**config.mk**
```make
export PLATFORM = sky130hd
export DESIGN_NAME = fib_wb_regs
export DESIGN_NICKNAME = d
export VERILOG_FILES = /design/src/rtl/fib_wb_regs.sv
export SDC_FILE = /design/constraint.sdc
export NUM_CORES = 1
export LEC_CHECK = 0
export ABC_AREA = 0
export CORE_ASPECT_RATIO = 0.8
export CORE_MARGIN = 2
export CORE_UTILIZATION = 44
export DETAILED_ROUTE_END_ITERATION = 10
export GPL_ROUTABILITY_DRIVEN = 0
export PLACE_DENSITY = 0.87
export SETUP_SLACK_MARGIN = 0.2
export SYNTH_ARGS = -nofsm -noshare
export SYNTH_HDL_FRONTEND = slang
export SYNTH_SLANG_ARGS = --single-unit
```
**constraint.sdc**
```tcl
create_clock -name wb_clk_i -period 3.2 [get_ports wb_clk_i]
set_clock_uncertainty 0.15 [all_clocks]
set_input_delay 0.96 -clock wb_clk_i [delete_from_list [all_inputs] [get_ports wb_clk_i]]
set_output_delay 0.96 -clock wb_clk_i [all_outputs]
set_load 0.005 [all_outputs]
```
**src/rtl/fib_wb_regs.sv**
```systemverilog
// Wishbone slave register file for the multi-channel Fibonacci project.
// It holds the channel enables and clock selects, reads back channel values, and keeps sticky wrap interrupts.
module fib_wb_regs #(
    parameter logic [31:0] BASE_ADDRESS = 32'h3000_0000,
    parameter int          NUM_CHANNELS = 4,
    parameter int          CLOCK_WIDTH  = 6,
    parameter int          VAL_WIDTH    = 30
) (
    input  logic                                wb_clk_i,
    input  logic                                wb_rst_ni,
    input  logic                                wbs_stb_i,
    input  logic                                wbs_cyc_i,
    input  logic                                wbs_we_i,
    input  logic [3:0]                          wbs_sel_i,
    input  logic [31:0]                         wbs_adr_i,
    input  logic [31:0]                         wbs_dat_i,
    output logic                                wbs_ack_o,
    output logic [31:0]                         wbs_dat_o,
    input  logic [NUM_CHANNELS*VAL_WIDTH-1:0]   ch_val_i,
    input  logic [NUM_CHANNELS-1:0]             ch_wrap_i,
    output logic [NUM_CHANNELS-1:0]             ch_enable_o,
    output logic [NUM_CHANNELS*CLOCK_WIDTH-1:0] ch_clock_o,
    output logic [NUM_CHANNELS-1:0]             irq_o,
    output logic                                panic_o
);

    localparam logic [31:0]            WIN_BYTES     = 32'h20 + 32'(8 * NUM_CHANNELS);
    localparam logic [31:0]            ID_VALUE      = 32'h4669_6232;
    localparam logic [31:0]            CFG_VALUE     = {16'h0, 8'(NUM_CHANNELS), 8'h02};
    localparam logic [31:0]            SCRATCH_RESET = 32'hF00D_F00D;
    localparam logic [CLOCK_WIDTH-1:0] CLOCK_RESET   = CLOCK_WIDTH'(1);

    logic                    ack_q;
    logic [31:0]             dat_q;
    logic [NUM_CHANNELS-1:0] mask_q;
    logic [NUM_CHANNELS-1:0] status_q;
    logic [NUM_CHANNELS-1:0] enable_q;
    logic [31:0]             scratch_q;
    logic                    panic_q;

    logic [31:0] offset;
    logic        in_window;
    logic        req;
    logic        wr;
    logic [5:0]  word_idx;
    logic        is_chan;
    logic        is_val;
    logic [2:0]  chan_idx;
    logic [31:0] sel_mask;
    logic [31:0] rd_data;
    logic [31:0] clk_word [8];
    logic [31:0] val_word [8];

    logic                    wr_mask;
    logic                    wr_status;
    logic                    wr_enable;
    logic                    wr_scratch;
    logic                    wr_panic;
    logic                    wr_clk;
    logic [NUM_CHANNELS-1:0] status_clr;

    // Handshake: a request is valid when stb & cyc & in-window & !ack. That cycle is the only
    // accept cycle. ack follows for exactly one cycle, so a held strobe is acked every other cycle.
    assign offset    = wbs_adr_i - BASE_ADDRESS;
    assign in_window = (wbs_adr_i >= BASE_ADDRESS) && (offset < WIN_BYTES);
    assign req       = wbs_stb_i & wbs_cyc_i & in_window & ~ack_q;
    assign wr        = req & wbs_we_i;

    assign word_idx = offset[7:2];
    assign is_chan  = (word_idx >= 6'd8);
    assign is_val   = word_idx[0];
    assign chan_idx = 3'((word_idx - 6'd8) >> 1);
    assign sel_mask = {{8{wbs_sel_i[3]}}, {8{wbs_sel_i[2]}}, {8{wbs_sel_i[1]}}, {8{wbs_sel_i[0]}}};

    always_comb begin
        wr_mask    = 1'b0;
        wr_status  = 1'b0;
        wr_enable  = 1'b0;
        wr_scratch = 1'b0;
        wr_panic   = 1'b0;
        wr_clk     = 1'b0;
        if (wr) begin
            if (is_chan) begin
                wr_clk = ~is_val;
            end else begin
                case (word_idx)
                    6'd2:    wr_mask    = 1'b1;
                    6'd3:    wr_status  = 1'b1;
                    6'd4:    wr_enable  = 1'b1;
                    6'd5:    wr_scratch = 1'b1;
                    6'd6:    wr_panic   = |wbs_sel_i;
                    default: ;
                endcase
            end
        end
    end

    // All per-channel bit fields fit in byte lane 0 because there are at most 8 channels.
    assign status_clr = (wr_status && wbs_sel_i[0]) ? wbs_dat_i[NUM_CHANNELS-1:0] : '0;

    always_comb begin
        rd_data = '0;
        if (is_chan) begin
            rd_data = is_val ? val_word[chan_idx] : clk_word[chan_idx];
        end else begin
            case (word_idx)
                6'd0:    rd_data = ID_VALUE;
                6'd1:    rd_data = CFG_VALUE;
                6'd2:    rd_data = 32'(mask_q);
                6'd3:    rd_data = 32'(status_q);
                6'd4:    rd_data = 32'(enable_q);
                6'd5:    rd_data = scratch_q;
                6'd6:    rd_data = {31'b0, panic_q};
                default: rd_data = '0;
            endcase
        end
    end

    always_ff @(posedge wb_clk_i or negedge wb_rst_ni) begin
        if (!wb_rst_ni) begin
            ack_q     <= 1'b0;
            dat_q     <= '0;
            mask_q    <= '0;
            status_q  <= '0;
            enable_q  <= '1;
            scratch_q <= SCRATCH_RESET;
            panic_q   <= 1'b0;
        end else begin
            ack_q    <= req;
            dat_q    <= (req && !wbs_we_i) ? rd_data : '0;
            // A wrap pulse in the same cycle as a clear wins, so no event is lost.
            status_q <= (status_q & ~status_clr) | ch_wrap_i;
            if (wr_mask && wbs_sel_i[0])
                mask_q <= wbs_dat_i[NUM_CHANNELS-1:0];
            if (wr_enable && wbs_sel_i[0])
                enable_q <= wbs_dat_i[NUM_CHANNELS-1:0];
            if (wr_scratch)
                scratch_q <= (scratch_q & ~sel_mask) | (wbs_dat_i & sel_mask);
            if (wr_panic)
                panic_q <= 1'b1;
        end
    end

    for (genvar c = 0; c < 8; c++) begin : g_chan
        if (c < NUM_CHANNELS) begin : g_live
            logic [CLOCK_WIDTH-1:0] clk_q;

            always_ff @(posedge wb_clk_i or negedge wb_rst_ni) begin
                if (!wb_rst_ni)
                    clk_q <= CLOCK_RESET;
                else if (wr_clk && chan_idx == 3'(c))
                    clk_q <= (clk_q & ~sel_mask[CLOCK_WIDTH-1:0])
                           | (wbs_dat_i[CLOCK_WIDTH-1:0] & sel_mask[CLOCK_WIDTH-1:0]);
            end

            assign ch_clock_o[c*CLOCK_WIDTH +: CLOCK_WIDTH] = clk_q;
            assign clk_word[c] = 32'(clk_q);
            assign val_word[c] = 32'(ch_val_i[c*VAL_WIDTH +: VAL_WIDTH]);
        end else begin : g_none
            assign clk_word[c] = '0;
            assign val_word[c] = '0;
        end
    end

    assign wbs_ack_o   = ack_q;
    assign wbs_dat_o   = dat_q;
    assign ch_enable_o = enable_q;
    assign irq_o       = status_q & mask_q;
    assign panic_o     = panic_q;

endmodule
```
==> flow_summary.toml, run 1 <==
[yosys]
synth.avg_cell_area_sq_um = 13.7
synth_area_leaders = "dfrtp_1, mux4_2, mux2_2"
synth_area_leader_cell = "dfrtp_1"
synth_edf_count = 0
post-synth-top-count-cell = "dfrtp_1"
netlist.area_leader.share_pct = 36.9
synthArstFlopShare_pct = 100
synth_cell_types = 41
yosysWarningCount = 0
yosys-top-cells-count = "dfrtp_1, mux2_2, mux4_2"
synthFlopType = "dfrtp_1"
syn_inst = 395
syn-num-nets = 592
ys_ff_latch = 102
yosysSeqAreaShare_pct = 47.5
synth_area_sq_um = 5430

[clock_tree]
cts_buffer_depth = 2
cts_post_setup_buffers_inserted = 0
clkTransAtPathRegs_ps = 70
cts_tree = "yes"
cts_made_buffers = 9
clock_sinks = 102
cts-root-buf = "clkbuf_16"
htreeDepth = 3
clk_latency_ps = 340

[floorplanning]
die_area_sq_um = 13200
die_w_microns = 128
coreArea_sq_um = 12100
start_util_pct = 44.8
ioPinCount = 263
die_y_microns = 103
rows = 36

[setup_path]
max_stage_delay_ps = 670
crit_chain = "clkdlybuf4s50_1, and3b_1, nand3_1, nor4_4, buf_4, mux2_2"
end_kind = "flop"
worst_ep_required_time_ps = 3280
path_class = "input port to flop"
arrival_ps = 3000
reg2reg_setup_slack_ps = 1110
cp-start-kind = "input port"
crit_slowest_cell = "clkdlybuf4s50_1"
cp_max_fo = 8

[cells_and_area]
area_delta_synth_final_pct = 61.4
antenna_cells = 0
multi_input_area_sq_um = 2750
final_layout_size_suffix_gt1_share_pct = 28.4
register_area_sq_um = 2580
final_area_sq_um = 8760
num-nets-final = 865
fillCellCount = 793

[routing]
vias_per_cell = 5.65
vias = 4662
wirelength_microns = 18000
dr.pass1.iters = 4
drtIter0Drc = 185
drc = 0
wire_per_inst_microns = 21.8
ant_nets = 0

[pwr]
p_leak_uw = 0.00363
pwr_density_cell_nw_per_um2 = 327
vdd_drop_max_mv = 0.273

[sta]
fmax_ghz = 0.342
fin_crit_sh_pct = 91.3
grt_setup_unrepaired = "no"
maxSlewViolCount = 0
worst_pin_slew_ps = 1170
fin_crit_ps = 2920
finalHoldViolations = 0
slew_headroom_pct = 21.1
fin_ws_ps = 279
setup_violations = 0

[grt]
grt_first_pass_wirelength_microns = 26300
track_usage_pct = 26.1
first_global_vias = 4947
grt_antenna_before_repair = 0
grt_max_degree = 61
overflow = 0

[worst_hold_path]
hold_path_class = "flop to flop"

[job]
drv_cap = 0

[placement]
hpwl_microns = 13700
place_ws_ps = -188
portBuffers = 260
dpl_cell_area_sq_um = 8420

[outcome]
outcome = "completed"
## final cells by class
type | instances | area share, %
clock inverter | 5 | 0.671
multi-input combinational | 262 | 31.4
clock buffer | 11 | 2.66
timing repair buffer | 290 | 33.6
inverter | 3 | 0.129
tap | 152 | 2.17
sequential | 102 | 29.4
## layout by cell type (no fill, tap or decap), types with 6 or more instances in the layout
master,count
nand2b_1,6
clkbuf_16,9
buf_12,10
mux2_2,65
nand2_1,6
mux4_2,36
nor2_1,21
dfrtp_1,80
dfstp_2,22
a22oi_1,22
and2_1,9
nor3_1,8
nand3_1,9
clkdlybuf4s50_1,257
buf_4,21
a21oi_1,24
## per-layer routing
metal / routed length (microns) / global-route usage [%]
met1: 7140 / 33.3
met2: 9450 / 46.5
met3: 1120 / 4.94
met4: 265 / 7.27
met5: 0 / 0
## critical path: cells and delay by family
kind          cells  cell delay (ps)
mux               1              350
simple gates      3              790
buf+inv           2              890
## logic make-up (layout without fill, tap and decap cells)
family	count (synthesis)	count (layout)	synth area share (%)
AOI/OAI and AO/OA	61	61	7.24
muxes	106	106	29.3
DFF	102	102	47.5
and+or+nand+nor	95	95	13.1
buffers and inverters	31	309	2.79
## power breakdown
group | leakage (uW) | switching (uW) | internal (uW) | total (uW)
logic | 0.00217 | 170 | 308 | 478
clock network | 0.000136 | 489 | 609 | 1100
registers | 0.00132 | 0.00000173 | 1290 | 1290
## worst paths after layout
path / endpoint / from / depth (start not counted)
setup / recovery: flop / wbs_adr_i[2] / 6
hold / removal: wbs_dat_o[31] / flop / 2
setup reg to reg: flop / wbs_ack_o / 6
hold reg to reg: wbs_dat_o[31] / flop / 2
max in group asynchronous: async pin / wb_rst_ni / 2
min in group asynchronous: wbs_dat_o[13] / wb_rst_ni / 1
## per-stage QoR
step           cells  hold slack (ps)  total power, uW  setup TNS (ps)  utilization (%)
2_1_floorplan    395              308             1460               0                -
3_3_place_gp     809              331             1770           -4880             69.5
3_5_place_dp     809              337             1790           -7290             69.5
4_1_cts          825              362             2880               0             72.0
5_1_grt          825              369             2950               0             72.3
6_report         825              363             2870               0             72.3
## repair_timing
item                                    4_1_cts  5_1_grt
cloned                                        0        0
gates resized for setup                       1        6
pin swaps                                     0        2
hold buffers                                  0        0
endpoints found under the setup margin        5       28
Note: power is estimated with default switching activity, not from simulation.
==> inputs of run 2 (changes only) <==
Settings changed: CTS_CLUSTER_DIAMETER from default to 200, SLEW_MARGIN from default to 25.
==> run 2 against run 1 <==
Against the previous run: sequential share of layout area shrank 0.14 points; non-clock buffer count stayed put; via count down 0.43%; maximum frequency up 1.3%; sequential power hardly changed; critical path type unchanged; wire length is essentially flat; largest power group unchanged; worst setup slack improved by 38 ps; cell count stayed put; clock power up 10%; first-iteration DRC count grew 17%; total power up 4.0%; global-route usage about the same.
==> flow_summary.toml, run 2 (same netlist as run 1, synthesis figures left out) <==
[cells_and_area]
layout_common_cells = "clkdlybuf4s50_1, dfrtp_1, mux2_2"
fillCellCount = 804
register_area_sq_um = 2580
final_common_cell = "clkdlybuf4s50_1"
num-nets-final = 865
multi_input_area_sq_um = 2750
final_layout_size_suffix_gt1_share_pct = 28.8
final_area_sq_um = 8800
area_delta_synth_final_pct = 62.2
antenna_cells = 0

[pwr]
p_leak_uw = 0.00365
vdd_drop_max_mv = 0.316
fin_total_pwr_uw = 2980
pwr_density_cell_nw_per_um2 = 339

[placement]
hpwl_microns = 13700
portBuffers = 260
dpl_cell_area_sq_um = 8430
place_ws_ps = -182

[routing]
drc = 0
wire_per_inst_microns = 21.8
vias = 4642
vias_per_cell = 5.63
ant_nets = 0
drtIter0Drc = 217
dr.pass1.iters = 5
wirelength_microns = 18000

[clock_tree]
clkTransAtPathRegs_ps = 70
cts_buffer_depth = 2
clk_latency_ps = 350
clock_sinks = 102
cts.repair.resized = 1
cts_tree = "yes"
cts_made_buffers = 9
cts_post_setup_buffers_inserted = 0
cts_hold_buf = 0
cts-root-buf = "clkbuf_16"
htreeDepth = 3

[floorplanning]
rows = 36
ioPinCount = 263
die_w_microns = 128
start_util_pct = 44.8
die_area_sq_um = 13200
coreArea_sq_um = 12100
die_y_microns = 103

[sta]
maxSlewViolCount = 0
fin_ws_ps = 316
setup_violations = 0
finalHoldViolations = 0
slew_headroom_pct = 45.7
fin_crit_ps = 2880
fin_crit_sh_pct = 90.1
grt_setup_unrepaired = "yes"
worst_pin_slew_ps = 810
fmax_ghz = 0.347

[worst_hold_path]
hold_path_class = "flop to flop"

[setup_path]
crit_chain = "clkdlybuf4s50_1, nor4_4, nand4_2, buf_12, nor4bb_2, buf_4, mux2_2"
crit_slowest_cell = "clkdlybuf4s50_1"
max_stage_delay_ps = 450
arrival_ps = 2970
path_class = "input port to flop"
cp-start-kind = "input port"
worst_ep_required_time_ps = 3280
end_kind = "flop"
cp_max_fo = 11

[grt]
grt_antenna_before_repair = 0
grt_max_degree = 61
grt_first_pass_wirelength_microns = 26000
first_global_vias = 4849
overflow = 0
track_usage_pct = 26.1

[outcome]
outcome = "completed"

[job]
drv_cap = 0
run 2: metrics by stage:
step / instances / TNS, ps / utilization [%] / hold WS [ps]
final: 825 / 0 / 72.7 / 364
after global routing: 825 / 0 / 72.7 / 369
after CTS: 825 / 0 / 72.4 / 365
after detailed placement: 809 / -6540 / 69.6 / 338
after global placement: 809 / -4880 / 69.5 / 331
after floorplan: 395 / 0 / - / 308
run 2: worst paths after layout:
check                           endpoint  slack [ps]  cells after the start     startpoint
min in group asynchronous  wbs_dat_o[13]         450                      1      wb_rst_ni
hold reg to reg            wbs_dat_o[31]         360                      2           flop
setup / recovery                    flop         320                      7  wbs_adr_i[16]
max in group asynchronous      async pin        1670                      2      wb_rst_ni
hold / removal             wbs_dat_o[31]         360                      2           flop
setup reg to reg                    flop        1100                      6      wbs_ack_o
run 2: cell type report:
type / instances / area share (%)
Inverter: 3 / 0.128
Tap cell: 152 / 2.16
Sequential cell: 102 / 29.3
Timing Repair Buffer: 290 / 33.4
Clock inverter: 5 / 0.924
Multi-Input combinational cell: 262 / 31.2
Clock buffer: 11 / 2.87
run 2: routing by layer:
| layer | global-route usage, % | vias to the layer above | part of all wire [%] |
|---|---|---|---|
| met5 | 0 | - | 0 |
| met1 | 33.1 | 2357 | 40 |
| met2 | 45.8 | 184 | 52 |
| met3 | 5.30 | 33 | 5.6 |
| li1 | - | 2068 | - |
| met4 | 8.37 | 0 | 2.1 |
run 2: report_power, final:
| part | leakage, uW | internal [uW] | switching (uW) |
|---|---|---|---|
| registers | 0.00132 | 1290 | 0.00000169 |
| clock network | 0.000162 | 728 | 484 |
| logic | 0.00216 | 307 | 171 |
run 2: critical path: cells and delay by family:
family | cells | cell delay [ps]
AND/OR/NAND/NOR | 3 | 790
multiplexers | 1 | 340
buffers and inverters | 3 | 870
==> inputs of run 3 (changes only) <==
Settings changed: CORE_UTILIZATION 44 to 35, PLACE_DENSITY 0.87 to 0.72.
==> run 3 against run 2 <==
Against the previous run: cell count up 8.1%; clock-buffer cell count unchanged; maximum frequency down 1.5%; sequential cell count unchanged; core utilization down 14 points.
==> flow_summary.toml, run 3 (same netlist as run 1, synthesis figures left out) <==
[outcome]
outcome = "completed"

[pwr]
internal_power_uw = 2180
switching_share_pct = 23.3
power_frac_comb_pct = 16.7
vdd_drop_max_mv = 0.235
power_frac_seq_pct = 45.5
clkPwrFrac_pct = 37.8
switchingPower_uw = 660
pwr_density_cell_nw_per_um2 = 320
p_leak_uw = 0.00366

[clock_tree]
cts_hold_buf = 0
cts-root-buf = "clkbuf_16"
cts_post_setup_buffers_inserted = 0
cts_tree = "yes"
clock_sinks = 102
cts_buffer_depth = 2
htreeDepth = 3
clkTransAtPathRegs_ps = 70
cts.repair.resized = 0
clk_latency_ps = 350
cts_made_buffers = 9

[cells_and_area]
num-nets-final = 874
final_layout_size_suffix_gt1_share_pct = 28.9
layout_common_cells = "clkdlybuf4s50_1, dfrtp_1, mux2_2"
fillCellCount = 1252
antenna_cells = 0
final_common_cell = "clkdlybuf4s50_1"
area_delta_synth_final_pct = 63.2

[floorplanning]
rows = 40
coreArea_sq_um = 15100
die_area_sq_um = 16500
die_y_microns = 115
start_util_pct = 35.9
die_w_microns = 143
ioPinCount = 263

[grt]
grt_antenna_before_repair = 0
track_usage_pct = 21.3
overflow = 0
grt_first_pass_wirelength_microns = 26600
first_global_vias = 4889
grt_max_degree = 53

[sta]
maxSlewViolCount = 0
grt_setup_unrepaired = "no"
fin_ws_ps = 273
finalHoldViolations = 0
worst_pin_slew_ps = 618
fin_crit_ps = 2930
slew_headroom_pct = 58.7
setup_violations = 0
final.hold.worst_slack_ps = 296
fmax_ghz = 0.342
fin_crit_sh_pct = 91.5

[setup_path]
cp_max_fo = 11
end_kind = "flop"
r2r-start = "wbs_ack_o"
cp-startpoint = "wbs_adr_i[16]"
worst_ep_required_time_ps = 3290
arrival_ps = 3010
path_class = "input port to flop"
cp-start-kind = "input port"

[routing]
wirelength_microns = 17600
vias = 4579
dr.pass1.iters = 4
ant_nets = 0
vias_per_cell = 5.13
drtIter0Drc = 168
wire_per_inst_microns = 19.8
drc = 0

[worst_hold_path]
hold_path_class = "input port to async pin"

[placement]
portBuffers = 260
place_ws_ps = -75.0
hpwl_microns = 13700

[job]
drv_cap = 0
[run 3: cell count changes in the layout (fill, tap and decap cells not counted), moves of 2 or more]
cell and delta:
buf_4 +9, inv_6 +3, nor4_1 +3, bufinv_16 -2
nor4_2 -2
[run 3: critical path: stages]
cell	delay, ps
clkdlybuf4s50_1	410
nor4_1	360
nand4_2	190
buf_12	200
nor4bb_1	310
buf_4	230
mux2_2	350
[run 3: through the flow]
stage / instance area [sq um] / cells / total power, uW / setup TNS (ps) / utilization (%)
after global placement: 8560 / 876 / 1780 / -240 / 56.7
after global routing: 8860 / 892 / 2950 / 0 / 58.6
after floorplan: 5430 / 395 / 1460 / 0 / -
after detailed placement: 8560 / 876 / 1790 / -1010 / 56.7
final: 8860 / 892 / 2840 / 0 / 58.6
after CTS: 8860 / 892 / 2870 / 0 / 58.6
[run 3: path summary, 6_finish.rpt]
path,to,slack [ps],cells after the start
setup / recovery,flop,270,7
hold / removal,wbs_dat_o[3],300,1
setup reg to reg,flop,1020,7
hold reg to reg,wbs_dat_o[31],330,2
max in group asynchronous,async pin,1830,2
min in group wb_clk_i,wbs_dat_o[31],330,2
[run 3: power groups by stage]
stage / Combinational (uW) / Clock, uW / Sequential (uW)
after floorplan: 149 / 0 / 1310
after global placement: 468 / 0 / 1310
after detailed placement: 476 / 0 / 1310
after CTS: 479 / 1100 / 1290
after global routing: 508 / 1150 / 1290
final: 474 / 1070 / 1290
[run 3: area by class of cell]
| type | count | area (sq um) | share of cell area (%) |
|---|---|---|---|
| multi-input combinational | 262 | 2700 | 30.5 |
| inverter | 3 | 11.3 | 0.127 |
| timing repair buffer | 299 | 3010 | 34.0 |
| clock buffer | 11 | 253 | 2.85 |
| sequential | 102 | 2580 | 29.1 |
| clock inverter | 5 | 40.0 | 0.452 |
| tap | 210 | 263 | 2.97 |
[run 3: layer usage]
metal / vias up / track usage [%] / share of wire, %
li1: 2086 / - / -
met1: 2285 / 27.7 / 42
met2: 185 / 34.8 / 48
met3: 23 / 6.37 / 8.3
met4: 0 / 6.21 / 1.6
met5: - / 0 / 0
